## src/rtl/seq_pattern_tx_if.sv

```systemverilog
// Signal bundle for seq_pattern_tx: transmit request and inputs plus the serial outputs.
// Handshake: start is a request with no ready; it is taken only while busy is low
// (IDLE), and pat_in/use_default/reps are captured in that same cycle.
interface seq_pattern_tx_if;
  logic       start;
  logic       use_default;
  logic [3:0] pat_in;
  logic [3:0] reps;
  logic       tx_out;
  logic       tx_valid;
  logic       busy;
  logic       done;

  modport master (
    output start, use_default, pat_in, reps,
    input  tx_out, tx_valid, busy, done
  );

  modport slave (
    input  start, use_default, pat_in, reps,
    output tx_out, tx_valid, busy, done
  );
endinterface

```

## src/rtl/seq_pattern_tx.sv

```systemverilog
// Serial 4-bit pattern transmitter: sends a latched pattern MSB first, reps times,
// with GAP_CYCLES idle cycles between repetitions, then pulses done for one cycle.
module seq_pattern_tx #(
  parameter logic [3:0]  PATTERN    = 4'b1101,
  parameter int unsigned GAP_CYCLES = 2
) (
  input  logic                  clk,
  input  logic                  rst,
  seq_pattern_tx_if.slave       bus,
  output logic [1:0]            dbg_state
);

  typedef enum logic [1:0] {IDLE, SEND, GAP, DONE} state_t;

  localparam logic [3:0] GAP_LAST = (GAP_CYCLES == 0) ? 4'd0 : 4'(GAP_CYCLES - 1);

  state_t     state, state_d;
  logic [3:0] pat, pat_d;
  logic [3:0] rep_cnt, rep_d;
  logic [1:0] bit_cnt, bit_d;
  logic [3:0] gap_cnt, gap_d;
  logic       tx_out_d, tx_valid_d, busy_d, done_d;

  always_comb begin
    state_d = state;
    pat_d   = pat;
    rep_d   = rep_cnt;
    bit_d   = bit_cnt;
    gap_d   = gap_cnt;
    case (state)
      IDLE: begin
        if (bus.start) begin
          pat_d   = bus.use_default ? PATTERN : bus.pat_in;
          rep_d   = bus.reps;
          bit_d   = 2'd0;
          gap_d   = 4'd0;
          state_d = (bus.reps == 4'd0) ? DONE : SEND;
        end
      end
      SEND: begin
        if (bit_cnt == 2'd3) begin
          bit_d = 2'd0;
          if (rep_cnt != 4'd0) rep_d = rep_cnt - 4'd1;
          if (rep_cnt > 4'd1) state_d = (GAP_CYCLES == 0) ? SEND : GAP;
          else                state_d = DONE;
        end else begin
          bit_d = bit_cnt + 2'd1;
        end
      end
      GAP: begin
        if (gap_cnt == GAP_LAST) begin
          gap_d   = 4'd0;
          state_d = SEND;
        end else begin
          gap_d = gap_cnt + 4'd1;
        end
      end
      DONE:    state_d = IDLE;
      default: state_d = IDLE;
    endcase

    // Outputs are decoded from the next state so they land in registers alongside it.
    tx_valid_d = (state_d == SEND);
    tx_out_d   = (state_d == SEND) ? pat_d[2'd3 - bit_d] : 1'b0;
    busy_d     = (state_d != IDLE);
    done_d     = (state_d == DONE);
  end

  always_ff @(posedge clk) begin
    if (!rst) begin
      state        <= IDLE;
      pat          <= 4'd0;
      rep_cnt      <= 4'd0;
      bit_cnt      <= 2'd0;
      gap_cnt      <= 4'd0;
      bus.tx_out   <= 1'b0;
      bus.tx_valid <= 1'b0;
      bus.busy     <= 1'b0;
      bus.done     <= 1'b0;
    end else begin
      state        <= state_d;
      pat          <= pat_d;
      rep_cnt      <= rep_d;
      bit_cnt      <= bit_d;
      gap_cnt      <= gap_d;
      bus.tx_out   <= tx_out_d;
      bus.tx_valid <= tx_valid_d;
      bus.busy     <= busy_d;
      bus.done     <= done_d;
    end
  end

  assign dbg_state = state;

endmodule

```

## src/flat_wrapper.sv

```systemverilog
// flat-port wrapper written by rule: the top's interface ports become plain ports
module seq_pattern_tx_flat 
#(
  parameter logic [3:0]  PATTERN    = 4'b1101,
  parameter int unsigned GAP_CYCLES = 2
)
  (clk, rst, dbg_state, bus_start, bus_use_default, bus_pat_in, bus_reps, bus_tx_out, bus_tx_valid, bus_busy, bus_done);
  seq_pattern_tx_if bus_i ();
  input  logic clk;
  input  logic rst;
  output logic [1:0] dbg_state;
  input wire logic [$bits(bus_i.start)-1:0] bus_start;
  input wire logic [$bits(bus_i.use_default)-1:0] bus_use_default;
  input wire logic [$bits(bus_i.pat_in)-1:0] bus_pat_in;
  input wire logic [$bits(bus_i.reps)-1:0] bus_reps;
  output wire logic [$bits(bus_i.tx_out)-1:0] bus_tx_out;
  output wire logic [$bits(bus_i.tx_valid)-1:0] bus_tx_valid;
  output wire logic [$bits(bus_i.busy)-1:0] bus_busy;
  output wire logic [$bits(bus_i.done)-1:0] bus_done;
  assign bus_i.start = bus_start;
  assign bus_i.use_default = bus_use_default;
  assign bus_i.pat_in = bus_pat_in;
  assign bus_i.reps = bus_reps;
  assign bus_tx_out = bus_i.tx_out;
  assign bus_tx_valid = bus_i.tx_valid;
  assign bus_busy = bus_i.busy;
  assign bus_done = bus_i.done;
  seq_pattern_tx #(.PATTERN(PATTERN), .GAP_CYCLES(GAP_CYCLES)) u_core (.clk(clk), .rst(rst), .bus(bus_i), .dbg_state(dbg_state));
endmodule
```

## config.mk

```make
export PLATFORM = sky130hd
export DESIGN_NAME = seq_pattern_tx_flat
export DESIGN_NICKNAME = d
export VERILOG_FILES = /design/src/rtl/seq_pattern_tx_if.sv /design/src/rtl/seq_pattern_tx.sv /design/src/flat_wrapper.sv
export SDC_FILE = /design/constraint.sdc
export NUM_CORES = 1
export LEC_CHECK = 0
export CAP_MARGIN = 20
export CORE_UTILIZATION = 35
export DETAILED_ROUTE_END_ITERATION = 10
export PLACE_DENSITY = 0.66
export REMOVE_ABC_BUFFERS = 1
export SETUP_SLACK_MARGIN = 0.02
export SLEW_MARGIN = 0
export SYNTH_ARGS = -nofsm -noshare
export SYNTH_HDL_FRONTEND = slang
export SYNTH_SLANG_ARGS = --single-unit
```

## constraint.sdc

```tcl
create_clock -name clk -period 1.6 [get_ports clk]
set_input_delay 0.16 -clock clk [delete_from_list [all_inputs] [get_ports clk]]
set_output_delay 0.16 -clock clk [all_outputs]
set_load 0.01 [all_outputs]
```

==> summary.md <==
| Metric | Value |
|---|---|
| Worst path max stage delay | `0.35 ns` |
| Critical Path RT | `1.82 ns` |
| Drt drc | `0` |
| Nets | `182` |
| Max IR drop VDD | `roughly 690 uV` |
| HPWL reported at the end of detailed placement | `1645 um` |
| Reg power frac | `0.423` |
| Post-Route Utilization | `0.6259` |
| Longest Clk Path Bufs | `2` |
| I/O pins | `18` |
| Final setup vio count | `1` |
| WHS Path Cells | `3` |
| Global-route wire length before repair | `3588 um` |
| Fin worst setup slack | `-0.04295 ns` |
| Slowest cell on crit path | `dfxtp_2` |
| Sink Count | `20` |
| Avg Cell Area, Syn | `between 8 and 9 um2` |
| H-tree depth | `1` |
| Core Rows | `18` |
| Stages on the worst setup path | `5` |
| Yosys reg bits | `20` |
| Worst slew pin tran | `between 0.4 and 0.5 ns` |
| Post-synth EDFFs | `0` |
| Initial antenna violation count | `0` |
| Drt initial violations | `26` |
| Final Hold Viols | `0` |
| FILL cells | `around 210` |
| Type of the worst setup path | `flop to flop` |
| Die span in y | `~55 um` |
| Failing checks | `setup timing` |
| Clock latency on the worst-skew pair | `0.30 ns` |
| Die W | `54.57 um` |
| Internal power | `approximately 970 uW` |
| Synthesized area | `967.2 um2` |
| Synth Flop Type | `dfxtp_1` |
| Fin area | `1593 um2` |
| Final WL | `2662 um` |
| Post-DR vias/cell | `around 5.1` |
| Critical path capture point type | `flop` |
| CTS buffer count | `3` |
| I/O Buffers | `17` |
| Layout cells sized above 1 | `0.4085` |
| Die area | `roughly 3000 um2` |
| Combinational share of power | `0.257` |
| Vias | `between 900 and 1,000` |
| CTS tree | `built` |
| Critical Path AT | `1.86 ns` |
| Cells along the critical path | `ha_4, a22oi_2, buf_4, mux2_4, a2111oi_4` |
| Gate Count Post-Synth | `114` |
| Layout area overhead | `64.68%` |
| Unrepaired setup endpoints after global routing | `true` |
| Placement Cell Area | `1349 um2` |
| Worst Skew | `0.009036 ns` |
| Switching part of the total power | `0.2539` |
| Pleak | `0.6887 nW` |
| Initial Util | `0.3800` |
| Tcrit/Tclk final | `1.027` |
| Async set-reset flop share out of synthesis | `0` |
| GRT Residual Overflow | `0` |
| Synth warn | `0` |
| Largest net degree at the start of global routing | `15` |
| Startpoint class of the critical path | `flop` |
| CP delay by family, top | `compound AO/OA/AOI/OAI gates` |
| Part of the power in the clock network | `0.320` |
| R2R depth | `5` |
| Slew HR | `0.6981` |
| Tmin final | `1.643 ns` |
| CP bufs+invs | `1` |
| Max Fanout on Critical Path | `2` |
| Psw | `between 300 and 400 uW` |
| # diodes | `0` |
| Cell variety after synth | `31` |
| Share of the yosys chip area belonging to registers | `0.4140` |
| Worst Hold Class | `primary input to flop` |
| Max-slew violations | `0` |
| CORE AREA | `2545 um2` |
| Drt first pass iters | `4` |
| GR Util All Layers | `0.1705` |
| Vias in the first global route | `912` |
| Peak Freq | `608.7 MHz` |
| Routability cong. | `0.7682` |
| Root Driver | `clkbuf_4` |
| Final antenna-violating net count | `0` |
| Clk pin slew, worst setup/hold paths | `0.12 ns` |
| Status | `finished with violations` |
| Routed len/inst | `13.72 um` |
| Cell area power density | `approximately 820 nW/um2` |
| Max_cap viols | `0` |
[synthesized netlist by cell type, types with 3 or more instances]
library cell,n,area [um2]
nand2_1,7,26.28
o21ai_0,7,35.03
mux2i_1,4,40.04
nor2_1,20,75.07
dfxtp_1,20,400.4
ha_1,5,62.56
a21oi_1,9,45.04
nor2b_1,3,18.77
or2_2,3,18.77
inv_1,6,22.52
[registers in the layout, indices dropped and copies added, names as in the netlist]
register,count
u_core.dbg_state,2
u_core.bit_cnt,2
u_core.pat,4
u_core.bus.done,1
u_core.bus.tx_valid,1
u_core.bus.tx_out,1
u_core.gap_cnt,4
u_core.bus.busy,1
u_core.rep_cnt,4
[stage by stage]
| step | power [mW] | TNS, ns | worst slack, ns | std cells | hold slack, ns |
|---|---|---|---|---|---|
| floorplan | 0.6692 | -0.1173 | -0.1173 | 111 | 0.2716 |
| global placement | 0.8065 | -1.513 | -0.3005 | 183 | 0.4671 |
| detailed placement | 0.8114 | -2.056 | -0.3576 | 183 | 0.4852 |
| CTS | 1.244 | -0.005419 | -0.005419 | 187 | 0.4787 |
| global route | 1.353 | -0.1856 | -0.07209 | 194 | 0.5056 |
| finish | 1.299 | -0.04295 | -0.04295 | 194 | 0.4835 |
[path summary, 6_finish.rpt]
check,endpoint,slack [ns],from
worst max register to register,u_core.bus.tx_out$_SDFF_PN0_,-0.04,u_core.bit_cnt[0]$_SDFF_PN0_
worst max-delay path,u_core.bus.tx_out$_SDFF_PN0_,-0.04,u_core.bit_cnt[0]$_SDFF_PN0_
worst min register to register,u_core.rep_cnt[3]$_SDFFE_PN0P_,0.52,u_core.rep_cnt[3]$_SDFFE_PN0P_
worst min-delay path,u_core.dbg_state[1]$_SDFF_PN0_,0.48,rst
[placed cells by master, fill, tap and decap left out, types with 2 or more instances in the layout]
cell type,synthesis,routed
mux2i_1,4,2
a211oi_1,2,2
nor2b_1,3,2
nor3_1,2,2
nor2_1,20,18
nand3_1,2,2
mux2i_2,0,2
buf_4,0,29
inv_1,6,4
nor2_2,0,2
ha_4,0,3
buf_6,0,3
o21ai_1,0,3
ha_1,5,2
inv_4,0,2
o21ai_0,7,4
clkbuf_4,0,3
dfxtp_4,0,3
nand2_1,7,6
or2_2,3,3
dfxtp_2,0,4
a21oi_1,9,8
clkdlybuf4s50_1,0,15
or3_1,2,2
dfxtp_1,20,13
[logic make-up (layout without fill, tap and decap cells)]
logic type | after synthesis | count (layout) | share of synthesized area
buffers and inverters | 9 | 59 | 0.03750
AO/OA/AOI/OAI | 27 | 27 | 0.1746
adder cells (fa/ha/maj) | 5 | 5 | 0.06468
flip-flops | 20 | 20 | 0.4140
AND/OR/NAND/NOR | 48 | 48 | 0.2562
multiplexers | 5 | 5 | 0.05304
[power groups by stage]
stage / Clock (mW) / Combinational, mW / Sequential [mW]
after floorplan: 0 / 0.112 / 0.558
after global placement: 0 / 0.254 / 0.553
after detailed placement: 0 / 0.258 / 0.553
after CTS: 0.424 / 0.275 / 0.545
after global routing: 0.442 / 0.359 / 0.552
final: 0.416 / 0.334 / 0.549
[area by class of cell]
class / count / area, um2 / area share
inverters: 6 / 27.53 / 0.01728
clock inverters: 1 / 30.03 / 0.01885
multi-input cells: 85 / 635.6 / 0.3991
repair buffers: 49 / 422.9 / 0.2655
well taps: 30 / 37.54 / 0.02357
clock buffers: 3 / 22.52 / 0.01414
flip-flops and latches: 20 / 416.7 / 0.2616
[layer usage]
metal  vias to the layer above  track usage  part of all wire
li1                        494            -                 -
met1                       468       0.1846              0.44
met2                        25       0.2967              0.52
met3                         2      0.04444             0.034
met4                         0      0.09829            0.0053
met5                         -            0                 0
[repair_timing]
item                       4_1_cts  5_1_grt
pin swaps                        6        6
hold buffers                     0        0
buffers inserted                 0        7
gates resized for setup         14       29
setup endpoints to repair       12        7
hold endpoints to repair         0        0
[tightest hold or removal path, stage by stage]
cell	delay [ns]
clkdlybuf4s50_1	0.45
nand2_1	0.11
inv_1	0.04
No activity file was read; power rests on OpenSTA's default activity.
==> variant (config.mk and constraints unchanged) <==
Register the output `dbg_state` once more, with the module's reset; this adds one clock of latency there. The other outputs are not delayed to match.
--- a/src/rtl/seq_pattern_tx.sv
+++ b/src/rtl/seq_pattern_tx.sv
@@ -90,7 +90,13 @@
     end
   end
 
-  assign dbg_state = state;
+  always_ff @(posedge clk) begin
+    if (!rst) begin
+      dbg_state <= '0;
+    end else begin
+      dbg_state <= state;
+    end
+  end
 
 endmodule
 
Formal check against the unedited RTL: not equivalent (Yosys sat finds a counterexample within 4 cycles, from zero or initial values and one cycle with rst low).
==> variant against the original RTL <==
The flow finishes with violations (design-rule violations, negative setup slack). Wire length fell by 0.19%. Critical path depth rose by 2. Setup slack improved by 16 ps. Non-clock buffer count rose by 1. Power rose by 7.5%. Synthesized area rose by 9.6%. Final cell count rose by 2.1%. Final area rose by 4.7%. Sequential cell count rose by 2. Synthesized cell count rose by 1.8%. Count of clock-buffer cells in the layout did not move. Critical path type unchanged. Largest power group unchanged.
==> variant: results (changes against the original RTL) <==
[outcome]
run_status = finished, violations left
violations = design-rule violations, negative setup slack

[cells_and_area]
fin_nets = 185  ; +1.6%
fill_cells = 246  ; +16%
fin_cells = 198  ; +2.1%

[critical_path]
cp-endpoint = u_core.rep_cnt[0]$_SDFFE_PN0P_
cp_data_arrival_time_ps = 1890  ; +30 ps
max_stage_delay_ps = 370  ; +20 ps
cp_slowest_cell = a211o_1
rr_worst_depth = 7  ; +2

[placed_design]
dpl_cell_area_mm2 = 0.00144  ; +6.5%
dp_slack_ps = -389  ; -30.9 ps
dp_hpwl_mm = 1.75  ; +6.3%

[power_and_ir_drop]
irDropWorstVdd_mv = 0.545  ; -21%
power.leakage_nw = 0.716  ; +4.0%

[synthesis]
synthDistinctLibCells = 36  ; +16%
synth_common_cells = dfxtp_1 (22), nor2_1 (15), o21ai_0 (8)
synth_area_leaders = dfxtp_1 (42%), ha_1 (5.9%), mux2i_1 (5.7%), nor2_1 (5.3%), o21ai_0 (3.8%)
yosysSeqAreaShare_pct = 41.6  ; +0.16 points

[grt]
grt_usage_pct = 16.2  ; -0.89 points
grt_pass1_wl_mm = 3.93  ; +9.4%

[timing]
finalSetupViolCount = 2  ; +1
worst_slack_ps = -26.6  ; +16.4 ps
hold_ws_ps = 502  ; +18.0 ps
skew_ps = 2.93  ; -6.11 ps

[min_path]
hold_end = u_core.bus.tx_out$_SDFF_PN0_

[cts]
clock_latency_ps = 320  ; +20 ps

[routing]
wl_per_cell_um = 13.4  ; -2.2%
drc = 2  ; +2

## variant: cell count changes after synthesis, moves of 3 or more
cell and change:
nor2_1 -5, nor2b_1 +3, a211o_1 +3, a21oi_1 -7, o21ai_1 +3, and2_1 +5
## variant: critical path: cells and delay by family, from the launching register on
family	cells	cell delay (ps)
and+or+nand+nor	2	360
AOI/OAI and AO/OA	2	510
adders and majority gates	1	150
buffers and inverters	2	210
DFF	1	350
## variant: final cells by class
type / count / area, µm² / area share (%)
Inverter: 6 / 22.5 / 1.35
Multi-Input combinational cell: 85 / 682 / 40.9
Clock inverter: 1 / 30.0 / 1.80
Clock buffer: 3 / 22.5 / 1.35
Timing Repair Buffer: 50 / 422 / 25.3
Sequential cell: 22 / 450 / 27.0
Tap cell: 31 / 38.8 / 2.33
## variant: power breakdown
part           internal, mW  switching, mW  total [mW]
Sequential            0.582         0.0214       0.604
Clock                 0.254          0.173       0.426
Combinational         0.210          0.157       0.367
Total                  1.05          0.351        1.40
## variant: cells by family after synthesis
kind of cell               Yosys count  share of synthesized area [%]
AOI/OAI and AO/OA                   24                           15.1
and+or+nand+nor                     46                           24.2
muxes                                7                           6.73
xor gates and xnor gates             3                           2.48
adders and majority gates            5                           5.90
buffers and inverters                9                           4.01
DFF                                 22                           41.6
## variant: metal layers
metal,global-route usage (%),up-vias,part of all wire (%),routed length (µm)
li1,-,500,-,-
met1,18.3,457,41,1100
met2,27.1,19,53,1410
met3,4.08,7,2.4,63
met4,10.5,0,3.2,85
met5,0,-,0,0
## variant: timing repair
| item | CTS | global route |
|---|---|---|
| gates resized for setup | 16 | 17 |
| setup buffers | 1 | 7 |
| hold endpoints to repair | 0 | 0 |
| pin swaps | 5 | 14 |
| setup endpoints to repair | 12 | 12 |
